File: config.mk
export PLATFORM = sky130hd
export DESIGN_NAME = spi_frame_ctrl_flat
export DESIGN_NICKNAME = d
export VERILOG_FILES = /design/src/rtl/spi_frame_ctrl_if.sv /design/src/rtl/spi_frame_ctrl.sv /design/src/flat_wrapper.sv
export SDC_FILE = /design/constraint.sdc
export NUM_CORES = 1
export LEC_CHECK = 0
export CAP_MARGIN = 0
export CORE_MARGIN = 5
export CORE_UTILIZATION = 49
export DETAILED_ROUTE_END_ITERATION = 10
export GPL_TIMING_DRIVEN = 1
export PLACE_DENSITY = 0.76
export SKIP_LAST_GASP = 1
export SLEW_MARGIN = 20
export SYNTH_ARGS = -nofsm -noshare
export SYNTH_HDL_FRONTEND = slang
export SYNTH_SLANG_ARGS = --single-unit
File: constraint.sdc
create_clock -name Clk -period 1.6 [get_ports Clk]
set_clock_uncertainty 0.15 [all_clocks]
set_input_delay 0.16 -clock Clk [delete_from_list [all_inputs] [get_ports Clk]]
set_output_delay 0.16 -clock Clk [all_outputs]
set_load 0.01 [all_outputs]
File: src/rtl/spi_frame_ctrl_if.sv
// DSP-side word handshake bundle for spi_frame_ctrl.
// The controller drives the master side; the DSP datapath uses the slave side.
interface spi_frame_ctrl_if #(
    parameter int WORD_W = 16
);
    logic [WORD_W-1:0] rx_data;
    logic              rx_valid;
    logic              rx_ready;
    logic [WORD_W-1:0] tx_data;
    logic              tx_load;
    logic              overrun;
    logic              ovr_clr;

    modport master (
        output rx_data, rx_valid, tx_load, overrun,
        input  rx_ready, tx_data, ovr_clr
    );

    modport slave (
        input  rx_data, rx_valid, tx_load, overrun,
        output rx_ready, tx_data, ovr_clr
    );
endinterface

File: src/rtl/spi_frame_ctrl.sv
// SPI mode-0 slave framing controller: synchronizes SCK/SS/MOSI, frames bits
// into words, drives MISO from a shadowed tx word, hands words to the DSP.
module spi_frame_ctrl #(
    parameter int WORD_BYTES  = 2,
    parameter int SYNC_STAGES = 2
) (
    input  logic Clk,
    input  logic Rst,
    input  logic SCK,
    input  logic SS,
    input  logic MOSI,
    output logic MISO,
    output logic SSPIF,
    output logic busy,
    spi_frame_ctrl_if.master bus
);
    localparam int WORD_W = 8 * WORD_BYTES;
    localparam int CW = $clog2(WORD_W);
    localparam logic [CW-1:0] LAST = CW'(WORD_W - 1);

    typedef enum logic {IDLE, SHIFT} state_t;

    state_t state, state_nx;

    logic [SYNC_STAGES-1:0] sck_q, ss_q, mosi_q;
    logic                   sck_d, ss_d;
    logic [SYNC_STAGES:0]   flush;
    logic                   armed;
    logic                   sck_s, ss_s, mosi_s;
    logic                   sck_rise, sck_fall, ss_fall, ss_rise;

    logic                   start, abort, rise, fall;
    logic                   word_done, byte_done;

    logic [CW-1:0]          bit_cnt;
    logic [WORD_W-2:0]      rx_shift;
    logic [WORD_W-1:0]      tx_shadow;

    assign sck_s  = sck_q[SYNC_STAGES-1];
    assign ss_s   = ss_q[SYNC_STAGES-1];
    assign mosi_s = mosi_q[SYNC_STAGES-1];

    assign sck_rise = sck_s & ~sck_d;
    assign sck_fall = ~sck_s & sck_d;
    assign ss_fall  = ~ss_s & ss_d & armed;
    assign ss_rise  = ss_s & ~ss_d;

    // Pin synchronizers, edge-detect copies, and a post-reset arm: a frame
    // may only start after SS has been seen high with real pin data.
    always_ff @(posedge Clk) begin
        if (Rst) begin
            sck_q  <= '0;
            ss_q   <= '1;
            mosi_q <= '0;
            sck_d  <= 1'b0;
            ss_d   <= 1'b1;
            flush  <= '0;
            armed  <= 1'b0;
        end else begin
            sck_q  <= {sck_q[SYNC_STAGES-2:0], SCK};
            ss_q   <= {ss_q[SYNC_STAGES-2:0], SS};
            mosi_q <= {mosi_q[SYNC_STAGES-2:0], MOSI};
            sck_d  <= sck_s;
            ss_d   <= ss_s;
            flush  <= {flush[SYNC_STAGES-1:0], 1'b1};
            if (flush[SYNC_STAGES] && ss_s) begin
                armed <= 1'b1;
            end
        end
    end

    // FSM state register.
    always_ff @(posedge Clk) begin
        if (Rst) begin
            state <= IDLE;
        end else begin
            state <= state_nx;
        end
    end

    // FSM next state: SS framing alone moves between IDLE and SHIFT.
    always_comb begin
        state_nx = state;
        unique case (state)
            IDLE:  if (start) state_nx = SHIFT;
            SHIFT: if (abort) state_nx = IDLE;
        endcase
    end

    // FSM outputs: per-cycle strobes; ss_rise masks a coincident SCK edge.
    always_comb begin
        start = 1'b0;
        abort = 1'b0;
        rise  = 1'b0;
        fall  = 1'b0;
        busy  = 1'b0;
        unique case (state)
            IDLE: start = ss_fall;
            SHIFT: begin
                busy  = ~ss_s;
                abort = ss_rise;
                rise  = sck_rise & ~ss_rise;
                fall  = sck_fall & ~ss_rise;
            end
        endcase
        word_done = rise && (bit_cnt == LAST);
        byte_done = rise && (bit_cnt[2:0] == 3'd7);
    end

    // Bit datapath: shift registers, bit counter, MISO and tx reloads.
    // tx_shadow holds the bits still to send after the one on MISO, except
    // right after a word boundary where it holds the whole next word.
    always_ff @(posedge Clk) begin
        if (Rst) begin
            bit_cnt   <= '0;
            rx_shift  <= '0;
            tx_shadow <= '0;
            MISO      <= 1'b0;
            SSPIF     <= 1'b0;
            bus.tx_load <= 1'b0;
        end else begin
            SSPIF       <= byte_done;
            bus.tx_load <= start | word_done;
            if (start) begin
                tx_shadow <= bus.tx_data << 1;
                MISO      <= bus.tx_data[WORD_W-1];
                bit_cnt   <= '0;
            end else if (abort) begin
                MISO    <= 1'b0;
                bit_cnt <= '0;
            end else if (rise) begin
                rx_shift <= {rx_shift[WORD_W-3:0], mosi_s};
                bit_cnt  <= word_done ? '0 : bit_cnt + 1'b1;
                if (word_done) begin
                    tx_shadow <= bus.tx_data;
                end
            end else if (fall) begin
                MISO      <= tx_shadow[WORD_W-1];
                tx_shadow <= tx_shadow << 1;
            end
        end
    end

    // Word handoff to the DSP with overrun tracking; a drop beats ovr_clr.
    always_ff @(posedge Clk) begin
        if (Rst) begin
            bus.rx_data  <= '0;
            bus.rx_valid <= 1'b0;
            bus.overrun  <= 1'b0;
        end else begin
            if (word_done && (!bus.rx_valid || bus.rx_ready)) begin
                bus.rx_data  <= {rx_shift, mosi_s};
                bus.rx_valid <= 1'b1;
            end else if (bus.rx_valid && bus.rx_ready) begin
                bus.rx_valid <= 1'b0;
            end
            if (word_done && bus.rx_valid && !bus.rx_ready) begin
                bus.overrun <= 1'b1;
            end else if (bus.ovr_clr) begin
                bus.overrun <= 1'b0;
            end
        end
    end
endmodule

File: src/flat_wrapper.sv
// flat-port wrapper written by rule: the top's interface ports become plain ports
module spi_frame_ctrl_flat 
#(
    parameter int WORD_BYTES  = 2,
    parameter int SYNC_STAGES = 2
)
  (Clk, Rst, SCK, SS, MOSI, MISO, SSPIF, busy, bus_rx_data, bus_rx_valid, bus_tx_load, bus_overrun, bus_rx_ready, bus_tx_data, bus_ovr_clr);
  spi_frame_ctrl_if #(.WORD_W((16))) bus_i ();
  input  logic Clk;
  input  logic Rst;
  input  logic SCK;
  input  logic SS;
  input  logic MOSI;
  output logic MISO;
  output logic SSPIF;
  output logic busy;
  output wire logic [$bits(bus_i.rx_data)-1:0] bus_rx_data;
  output wire logic [$bits(bus_i.rx_valid)-1:0] bus_rx_valid;
  output wire logic [$bits(bus_i.tx_load)-1:0] bus_tx_load;
  output wire logic [$bits(bus_i.overrun)-1:0] bus_overrun;
  input wire logic [$bits(bus_i.rx_ready)-1:0] bus_rx_ready;
  input wire logic [$bits(bus_i.tx_data)-1:0] bus_tx_data;
  input wire logic [$bits(bus_i.ovr_clr)-1:0] bus_ovr_clr;
  assign bus_rx_data = bus_i.rx_data;
  assign bus_rx_valid = bus_i.rx_valid;
  assign bus_tx_load = bus_i.tx_load;
  assign bus_overrun = bus_i.overrun;
  assign bus_i.rx_ready = bus_rx_ready;
  assign bus_i.tx_data = bus_tx_data;
  assign bus_i.ovr_clr = bus_ovr_clr;
  spi_frame_ctrl #(.WORD_BYTES(WORD_BYTES), .SYNC_STAGES(SYNC_STAGES)) u_core (.Clk(Clk), .Rst(Rst), .SCK(SCK), .SS(SS), .MOSI(MOSI), .MISO(MISO), .SSPIF(SSPIF), .busy(busy), .bus(bus_i));
endmodule
-- After elaboration in Yosys (flattened, before gate mapping)
Index checks and enable logic that the tools add are counted.
- $add $sub $neg: 1
- $mul: 0
- div/mod/pow operators: 0
- order comparisons: 0
- equal/unequal tests: 6
- shift-type cells: 0
- multiplexer cells: 23
- bitwise logic cells: 16
- reduce and logical (&&, ||, !) cells: 21
- operator list (operator ; count):
    2-to-1 mux 16 bit ; 5
    2-to-1 mux 1 bit ; 16
    AND reduction 3 bit ; 3
    NOT 1 bit ; 8
    AND 1 bit ; 7
    logical AND 1 bit ; 7
    nonzero test 2 bit ; 3
    nonzero test 3 bit ; 2
    adder 4 x 1 -> 4 bit, second input constant ; 1
    == test 4 bit, second input constant ; 1
    2-to-1 mux 4 bit ; 1
    == test 3 bit, second input constant ; 1
    != test 3 x 1 -> 1 bit, second input constant ; 1
    != test 3 x 2 -> 1 bit, second input constant ; 1
    OR reduction 3 bit ; 1
    zero test 1 bit ; 2
    != test 2 x 1 -> 1 bit, second input constant ; 1
    != test 2 bit, second input constant ; 1
    one-hot mux 1 bit (2 select lines) ; 1
    AND reduction 2 bit ; 1
    OR reduction 2 bit ; 1
    logical OR 1 bit ; 1
    bitwise OR 1 bit ; 1
- bits in registers: 69
- latch bits: 0
- bits in writable memories: 0
- memory bits (read-only): 0
- memories: 0

-- Longest topological paths before layout
Gate-level depths: netlist (run 1).
- depth after elaboration: 10
- gate-level depth with buffers: 7
- gate-level depth less buffers: 5

-- Least setup slack after synthesis (run 1)
No wires, ideal clock.
- path type: flip-flop to flip-flop
- start point: register u_core.bit_cnt[0]
- end point: register u_core.tx_shadow[14]
- arrival: 1.471 ns
- data required time: 1.328 ns
- path slack: -0.143 ns
- cell stages (with the launch flop): 7
- path buffers: 1
- clock period less this slack: 1.743 ns
- path through: dfxtp_1 -> ha_1 -> and3_1 -> a41o_2 -> buf_6 -> o31ai_2 -> a21oi_1
- cells in the longest elaborated chain, start to end: 4
- ends and longest elaborated chain (element ; RTL line ; text):
    start, declared ; spi_frame_ctrl.sv:35 ; logic [CW-1:0] bit_cnt;
    start signal, assigned ; spi_frame_ctrl.sv:133 ; bit_cnt <= word_done ? '0 : bit_cnt + 1'b1;
    == test 4 bit ; spi_frame_ctrl.sv:106 ; word_done = rise && (bit_cnt == LAST);
    logical AND 1 bit ; spi_frame_ctrl.sv:106 ;
    != test 3 x 2 -> 1 bit (no source line) ; - ;
    AND reduction 3 bit (no source line) ; - ;
    end signal, assigned ; spi_frame_ctrl.sv:125 ; tx_shadow <= bus.tx_data << 1;
    end signal, assigned ; spi_frame_ctrl.sv:135 ; tx_shadow <= bus.tx_data;
    end signal, assigned ; spi_frame_ctrl.sv:139 ; tx_shadow <= tx_shadow << 1;
    end, declared ; spi_frame_ctrl.sv:37 ; logic [WORD_W-1:0] tx_shadow;
No other way between the ends.
A chain may end at the register's enable or synchronous reset.

-- Worst setup path after layout (run 1)
- start point: register u_core.ss_q[1]
- end point: register u_core.tx_shadow[14]
- cells in the longest elaborated chain, start to end: 7
- ends and longest elaborated chain (element ; RTL line ; text):
    start, declared ; spi_frame_ctrl.sv:25 ; logic [SYNC_STAGES-1:0] sck_q, ss_q, mosi_q;
    start signal, assigned ; spi_frame_ctrl.sv:61 ; ss_q <= {ss_q[SYNC_STAGES-2:0], SS};
    AND 1 bit ; spi_frame_ctrl.sv:46 ; assign ss_rise = ss_s & ~ss_d;
    NOT 1 bit ; spi_frame_ctrl.sv:102, spi_frame_ctrl.sv:103 ;
    AND 1 bit ; spi_frame_ctrl.sv:102 ; rise = sck_rise & ~ss_rise;
    2-to-1 mux 1 bit ; spi_frame_ctrl.sv:97 ; unique case (state)
    logical AND 1 bit or 2-to-1 mux 16 bit (tied branches) ; spi_frame_ctrl.sv:106, spi_frame_ctrl.sv:131 ;
    != test 3 x 2 -> 1 bit (no source line) or 2-to-1 mux 16 bit (tied branches) ; - ;
    AND reduction 3 bit (no source line) or 2-to-1 mux 16 bit (tied branches) ; - ;
Parallel ways exist; a longest one is shown, timed or not. The select of a mux whose other input is x is not followed.

==> flow_summary.toml, run 1 <==
[finish]
final_nets = 439
drive_gt1_frac = 0.394
diodes = 0
area_growth_pct = 47.8
seqCellArea_um2 = 1390
final_area_um2 = 4670
num-fill-cells = 407
multi_input_area_um2 = 1940

[clocking]
cts_tree = "yes"
cts_buffer_depth = 2
cts_max_level = 3
numCtsBuffers = 9
clk_latency_ps = 360
cts_root_buf = "clkbuf_8"
cts.sink_count = 69
clkSlewWorstSetupHoldPaths_ps = 80

[global_route]
grt_usage = 0.204
grt_overflow_total = 0
grt_pass1_vias = 2829
grt_pass1_wl_mm = 13.8
grt_max_degree = 32
grt_antenna_before_repair = 0

[power]
powerDensity_nw_per_um2 = 742
vdd_drop_max_v = 0.000615
p_leak_nw = 1.74

[drt]
wl_met2_mm = 4.95
met3_length_um = 683
routedWlPerCell_um = 20.4
wirelength_mm = 10.1
drtAntennaViolNets = 0
drt-initial-drc-count = 352
wl_met1_mm = 4.11
top_layer_used = "met4"
dr.pass1.iters = 5
drc = 0
drt-vias-per-instance = 6.18
vias = 3067

[status]
violations = "negative setup slack"
status = "finished with violations"

[floorplanning]
fp.dieArea_um2 = 8150
initial_core_util = 0.500
chipHeight_um = 90.3
rows = 29
core-area_um2 = 6310
die_w_um = 90.3
io-pin-count = 45

[timing]
max_slew.worst_pin.slew_ps = 412
maxSlewHeadroom = 0.725
finalSetupViolations = 34
min_period_ps = 1730
fmax_mhz = 579
whs_ps = 207
slew_violations = 0
hold_viol = 0
period_share = 1.08
postLayoutSetupSlackWorst_ps = -127
rsz0062_at_grt = "true"

[setup_path]
crit_chain = "buf_6 -> and4bb_4 -> a21oi_4 -> buf_6 -> a21bo_4 -> a21oi_2"
critical_path_class = "reg -> reg"
worst_setup_path_end_kind = "register"
rr_endpoint = "u_core.tx_shadow[14]"
cp_max_fo = 8
cp_top_family = "compound AO/OA/AOI/OAI gates"
rr_worst_depth = 6
start_kind = "register"
critPathRequiredTime_ps = 1730
critPathSlowestCell = "dfxtp_2"
worst-path-buf-inv = 2
cpPeakStageDelay_ps = 350
ff2ff_setup_slack_ps = -130
critPathArrivalTime_ps = 1850
worst_r2r_startpoint = "u_core.ss_q[1]"
cpMostUsedCell = "buf_6"

[logic_synthesis]
ys_seq_area_frac = 0.438
synthCells = 332
synth_top_family_by_area = "compound AO/OA/AOI/OAI gates"
syn_area_per_cell_um2 = 9.51
synth_edf_count = 0
syn-num-nets = 357
synthSimpleGateAreaFrac = 0.182
synth_area_leader_cell = "dfxtp_1"
yosys-top-cells-area = "dfxtp_1 44%, a21oi_1 5.7%, mux2i_1 5.1%"
synthAdderAreaFrac = 0.00793
synthMuxAreaShare = 0.0507
synth_top_area_share = 0.438
synthArstFlopShare = 0
synth-seq-cells = 69
synthesis.area_um2 = 3160
synth-compound-area-share = 0.258
synth_xor_area_frac = 0
ys_types = 42
ys_warn_count = 0
synth-main-ff-cell = "dfxtp_1"

[worst_hold_path]
hold_path.startpoint = "MOSI"
worstHoldPathType = "in -> reg"
hold_depth = 2
whs_endpoint = "u_core.mosi_q[0]"

[flow_run]
cap_viol_max_count = 0

[placed_design]
gp_congestion = 0.868
postPlaceCellArea_um2 = 3950
detailed_place_hpwl_mm = 5.27
port_buffers = 44
## flip-flops by register name (all words and copies together), names as in the netlist, 2 cells and up
register            flops
u_core.bus.rx_data     16
u_core.tx_shadow       16
u_core.rx_shift        15
u_core.bit_cnt          4
u_core.flush            3
u_core.mosi_q           2
u_core.sck_q            2
u_core.ss_q             2
## worst max-delay path by stage
stage	startpoint	to	slack, ps	depth (start not counted)
3_5_place_dp	bus_rx_ready	u_core.bus.rx_data[4]	-190	6
2_1_floorplan	u_core.state	u_core.tx_shadow[14]	-50	7
5_1_grt	u_core.bit_cnt[0]	u_core.bus.rx_data[1]	-180	7
4_1_cts	u_core.bit_cnt[1]	u_core.bus.rx_data[4]	-110	7
6_report	u_core.ss_q[1]	u_core.tx_shadow[14]	-130	6
3_3_place_gp	bus_rx_ready	u_core.bus.rx_data[5]	-100	6
## layout make-up
type / instances / share of cell area
timing repair buffer: 100 / 0.219
inverter: 3 / 0.00295
clock inverter: 7 / 0.0158
tap: 77 / 0.0206
clock buffer: 9 / 0.0265
sequential: 69 / 0.298
multi-input combinational: 231 / 0.416
## power breakdown
part	leakage (nW)	internal, W	switching (W)	total, W
sequential	0.560	0.00173	0.0000126	0.00175
combinational	1.08	0.000128	0.000123	0.000251
clock	0.100	0.000728	0.000735	0.00146
## metal layers
layer / vias up / GRT usage
li1: 1382 / -
met3: 42 / 0.0333
met2: 171 / 0.334
met5: - / 0
met1: 1472 / 0.266
met4: 0 / 0.0893
## stage by stage
step                instances  utilization  total power (W)  setup slack [ps]  TNS, ps
floorplan                 332            -          0.00187             -54.9     -990
global placement          466        0.625          0.00199              -104    -2400
detailed placement        466        0.625          0.00199              -195    -3070
CTS                       485        0.670          0.00342              -109    -1260
global route              496        0.739          0.00355              -177    -3930
finish                    496        0.739          0.00346              -127    -2360
## cells in the final DEF, fill, tap and decap left out, types with 2 or more instances in the layout
cell type        instances
clkinv_2                 2
nand4_1                 16
o31ai_2                 16
o31ai_1                 13
dfxtp_2                  6
buf_4                   37
mux2i_1                 14
dlymetal6s2s_1           2
clkdlybuf4s50_1         41
buf_6                   10
a21oi_1                 23
nor4b_4                  2
nand2_1                 37
dfxtp_1                 62
buf_12                   7
a22oi_2                 15
nand3_1                  5
a21bo_2                  3
nand2b_4                 2
clkbuf_8                 9
nor2b_1                  8
or2_2                    3
a41o_4                   2
nor2_1                  21
a21bo_4                 12
inv_6                    2
a21oi_2                 13
## synthesized netlist by cell type, drive strengths merged, types with 2 or more instances
cell type	instances
inv	2
a41oi	2
nand2b	3
nand2	39
buf	22
nand3	6
nand4	16
nand4b	2
nor4b	2
ha	2
o31ai	30
and3	2
or2	3
nor2b	9
clkbuf	8
nor2	21
a21bo	15
a22oi	15
mux2i	16
dfxtp	69
a21oi	37
## worst reg2reg max path, stage by stage, from the launching register on
cell      delay, ps
dfxtp_2         350
buf_6           100
and4bb_4        280
a21oi_4         230
buf_6           170
a21bo_4         230
a21oi_2         150
## repair_timing
item,CTS,global route
resized for setup,16,75
gates cloned,2,1
buffers inserted,2,10
pin swaps,3,34
hold buffers,0,0
setup endpoints to repair,37,55
## kinds of logic after synthesis
group | Yosys count
AOI/OAI and AO/OA | 105
and+or+nand+nor | 107
buffers and inverters | 33
muxes | 16
DFF | 69
adders and majority gates | 2
No activity file was read; power rests on OpenSTA's default activity.
==> run 2: changes to the inputs <==
Clock period 1.6 ns to 1.58 ns, I/O delays scaled along.
==> run 2 against run 1 <==
  * The run still ends with negative setup slack left
  * First-iteration DRC count fell by 30%
  * Largest power group unchanged
  * Critical path depth unchanged
  * Worst hold slack is essentially flat
==> flow_summary.toml, run 2 (synthesis results as in run 1) <==
[status]
status = "finished with violations"
violations = "negative setup slack"

[finish]
final_common_cell = "dfxtp_1"
seqCellArea_um2 = 1390
num-fill-cells = 387
multi_input_area_um2 = 1920
mostFrequentLayoutCells = "62 x dfxtp_1, 37 x nand2_1, 36 x buf_4"
reg_top3 = "u_core.bus.rx_data (16), u_core.tx_shadow (16), u_core.rx_shift (15)"
final_nets = 445
area_growth_pct = 50.2
drive_gt1_frac = 0.391
diodes = 0

[clocking]
cts_root_buf = "clkbuf_8"
cts.sink_count = 69
cts_tree = "yes"
cts_buffer_depth = 2
clkSlewWorstSetupHoldPaths_ps = 90
numCtsBuffers = 9
cts_max_level = 3
clk_latency_ps = 360

[global_route]
grt_pass1_vias = 2757
grt_usage = 0.204
grt_antenna_before_repair = 0
grt_overflow_total = 0
grt_pass1_wl_mm = 13.6
grt_max_degree = 32

[drt]
wirelength_mm = 10.0
drc = 0
drt-initial-drc-count = 245
drt-vias-per-instance = 6.22
dr.pass1.iters = 5
drtAntennaViolNets = 0
routedWlPerCell_um = 20.0
vias = 3120

[setup_path]
cp_max_fo = 8
critical_path_class = "reg -> reg"
critPathSlowestCell = "dfxtp_2"
critPathRequiredTime_ps = 1680
start_kind = "register"
cpPeakStageDelay_ps = 360
crit_chain = "ha_4 -> and3_4 -> a41oi_4 -> clkbuf_16 -> a22oi_1 -> a21oi_1"
worst_r2r_startpoint = "u_core.bit_cnt[1]"
critPathArrivalTime_ps = 1870
worst_setup_path_end_kind = "register"
startpoint = "u_core.bit_cnt[1]"

[timing]
finalSetupViolations = 35
slew_violations = 0
period_share = 1.12
min_period_ps = 1770
max_slew.worst_pin.slew_ps = 361
fmax_mhz = 564
postLayoutSetupSlackWorst_ps = -193
rsz0062_at_grt = "true"
maxSlewHeadroom = 0.759
fin_setup_tns_ps = -2160
whs_ps = 207
hold_viol = 0

[floorplanning]
rows = 29
chipHeight_um = 90.3
fp.dieArea_um2 = 8150
initial_core_util = 0.500
die_w_um = 90.3
core-area_um2 = 6310
io-pin-count = 45

[placed_design]
preCtsSetupSlack_ps = -172
port_buffers = 44
detailed_place_hpwl_mm = 5.16
gp_congestion = 0.866

[flow_run]
cap_viol_max_count = 0

[worst_hold_path]
worstHoldPathType = "in -> reg"
hold_path.startpoint = "MOSI"

[power]
vdd_drop_max_v = 0.000653
p_leak_nw = 1.95
power_w = 0.00352
powerDensity_nw_per_um2 = 743
## run 2: repair_timing
| action | in CTS | in global routing |
|---|---|---|
| pin swaps | 4 | 30 |
| resized for setup | 25 | 76 |
| hold buffers | 0 | 0 |
| setup endpoints to repair | 53 | 55 |
| cloned | 1 | 1 |
| setup buffers | 3 | 15 |
## run 2: final timing paths
path | endpoint | slack [ps] | depth (start not counted)
hold / removal | u_core.mosi_q[0] | 210 | 2
setup reg to reg | u_core.tx_shadow[8] | -190 | 6
setup / recovery | u_core.tx_shadow[8] | -190 | 6
hold reg to reg | u_core.ss_q[1] | 270 | 1
## run 2: metrics by stage
step | area (um2) | util | cells
floorplan | 3190 | - | 332
CTS | 4280 | 0.677 | 487
global route | 4740 | 0.751 | 502
finish | 4740 | 0.751 | 502
global placement | 3960 | 0.627 | 468
detailed placement | 3960 | 0.627 | 468
## run 2: final cells by class
cell class	instances	area share
multi-input combinational	231	0.404
sequential	69	0.294
timing repair buffer	106	0.237
clock buffer	9	0.0261
tap	77	0.0203
clock inverter	7	0.0156
inverter	3	0.00290
## run 2: per-layer routing
layer  part of all wire  vias up  GRT usage
met5                  0        -          0
met4              0.045        0     0.0980
met3              0.074       54     0.0542
met2               0.49      185      0.313
met1               0.39     1486      0.264
li1                   -     1395          -
## run 2: critical path: cells and delay by family (launching register included)
| family | cells | cell delay (ps) |
|---|---|---|
| AND/OR/NAND/NOR | 1 | 260 |
| flip-flops | 1 | 360 |
| AO/OA/AOI/OAI | 3 | 540 |
| buffers and inverters | 1 | 220 |
| adder cells (fa/ha/maj) | 1 | 150 |
## run 2: report_power, final
part / internal, W / switching [W] / leakage [nW]
logic: 0.000138 / 0.000130 / 1.29
clock network: 0.000737 / 0.000747 / 0.100
registers: 0.00176 / 0.0000135 / 0.560
==> run 3: changes to the inputs <==
Settings changed: CORE_MARGIN 5 to unset, RECOVER_POWER set to 50.
==> run 3 against run 2 <==
  * The run still ends with negative setup slack left
  * Sequential share of layout area increased by 0.43 points
  * Sequential power is essentially flat
  * Count of clock-buffer cells in the layout is the same
  * Worst setup slack worse by 62 ps
  * Highest routed layer unchanged
  * Largest power group is now clock
  * Global-route usage increased by 5.6 points
  * Design area shrank 1.5%
==> flow_summary.toml, run 3 (synthesis results as in run 1) <==
[clocking]
clk_latency_ps = 380
cts_buffer_depth = 2
clkSlewWorstSetupHoldPaths_ps = 100
cts_max_level = 3
numCtsBuffers = 9
cts_root_buf = "clkbuf_8"
cts.sink_count = 69
cts_tree = "yes"
holdBufCountCts = 0

[setup_path]
cpPeakStageDelay_ps = 380
critPathRequiredTime_ps = 1710
rr_worst_depth = 5
cp_max_fo = 11
worst-path-buf-inv = 2
worst-path-stages = 5
ff2ff_setup_slack_ps = -250
critPathArrivalTime_ps = 1960
worst_r2r_startpoint = "u_core.ss_q[1]"
cp_top_family = "simple AND/OR/NAND/NOR gates"
worst_setup_path_end_kind = "register"
critical_path_class = "reg -> reg"
start_kind = "register"
rr_endpoint = "u_core.MISO"
crit_chain = "buf_6 -> and4bb_4 -> buf_4 -> nand2_1 -> a221oi_2"
critPathSlowestCell = "and4bb_4"

[global_route]
grt_pass1_wl_mm = 12.9
grt_usage = 0.259
grt_max_degree = 34
grt_antenna_before_repair = 0
grt_pass1_vias = 2644
grt_overflow_total = 0

[finish]
final_common_cell = "dfxtp_1"
final_cells = 492
diodes = 0
final_area_um2 = 4670
mostFrequentLayoutCells = "61 x dfxtp_1, 37 x nand2_1, 32 x clkdlybuf4s50_1"
drive_gt1_frac = 0.365
reg_top3 = "u_core.bus.rx_data (16), u_core.tx_shadow (16), u_core.rx_shift (15)"
area_growth_pct = 47.9
post-route-util = 0.770
final_nets = 437

[drt]
wirelength_mm = 10.4
routedWlPerCell_um = 21.2
drtAntennaViolNets = 0
drt-vias-per-instance = 6.38
vias = 3137
drc = 0
dr.pass1.iters = 5
drt-initial-drc-count = 274

[floorplanning]
initial_core_util = 0.521
io-pin-count = 45
fp.dieArea_um2 = 6770
core-area_um2 = 6060
rows = 28
chipHeight_um = 82.3
die_w_um = 82.3

[timing]
finalSetupViolations = 37
maxSlewHeadroom = 0.592
whs_ps = 190
min_period_ps = 1830
slew_violations = 0
max_slew.worst_pin.slew_ps = 612
hold_viol = 0
period_share = 1.16
rsz0062_at_grt = "true"
fmax_mhz = 545
postLayoutSetupSlackWorst_ps = -254

[placed_design]
port_buffers = 44
postPlaceCellArea_um2 = 3910
detailed_place_hpwl_mm = 5.00
gp_congestion = 0.893
dp.cells = 461

[worst_hold_path]
whs_endpoint = "u_core.mosi_q[0]"
worstHoldPathType = "in -> reg"
hold_depth = 2
hold_path.startpoint = "MOSI"

[flow_run]
cap_viol_max_count = 0

[power]
vdd_drop_max_v = 0.000775
power_w = 0.00391
p_leak_nw = 1.71
powerDensity_nw_per_um2 = 838

[status]
status = "finished with violations"
violations = "negative setup slack"
## run 3: changes by cell type in the layout (fill, tap and decap cells not counted), moves of 4 or more
cell,previous run,this run
o31ai_4,9,5
dlymetal6s2s_1,13,0
buf_4,36,21
clkdlybuf4s25_1,0,10
o31ai_1,13,17
## run 3: timing repair
item                                    CTS  global route
pin swaps                                 3            21
hold endpoints to repair                  0             0
buffers inserted                          5             6
gates resized for setup                  22            68
endpoints found under the setup margin   54            65
gates cloned                              2             5
## run 3: area by class of cell
type	count	area, um2
fillers	349	1390
clock inverters	7	130
inverters	3	11.3
multi-input cells	231	1860
clock buffers	9	124
well taps	75	93.8
flip-flops and latches	69	1390
repair buffers	98	1060
## run 3: per-layer routing
layer	wire (um)	up-vias	global-route usage	part of all wire
li1	-	1384	-	-
met1	4100	1506	0.340	0.39
met2	4990	187	0.405	0.48
met3	873	60	0.0626	0.084
met4	446	0	0.111	0.043
met5	0	-	0	0
## run 3: worst max path at each step
stage | slack (ps) | start | endpoint
3_5_place_dp | -240 | u_core.ss_q[1] | u_core.tx_shadow[4]
2_1_floorplan | -70 | u_core.state | u_core.tx_shadow[14]
5_1_grt | -290 | u_core.ss_q[1] | u_core.MISO
3_3_place_gp | -200 | bus_rx_ready | u_core.bus.rx_data[0]
6_report | -250 | u_core.ss_q[1] | u_core.MISO
4_1_cts | -90 | u_core.bit_cnt[0] | u_core.bus.rx_data[13]
## run 3: power by group
part,internal [W],switching [W]
clock network,0.00108,0.000803
registers,0.00176,0.0000129
logic,0.000134,0.000129
## run 3: through the flow
stage | TNS [ps] | setup WS, ps
after detailed placement | -8860 | -240
after global placement | -6740 | -197
after CTS | -1460 | -87.1
after floorplan | -1400 | -74.9
final | -3930 | -254
after global routing | -5300 | -291
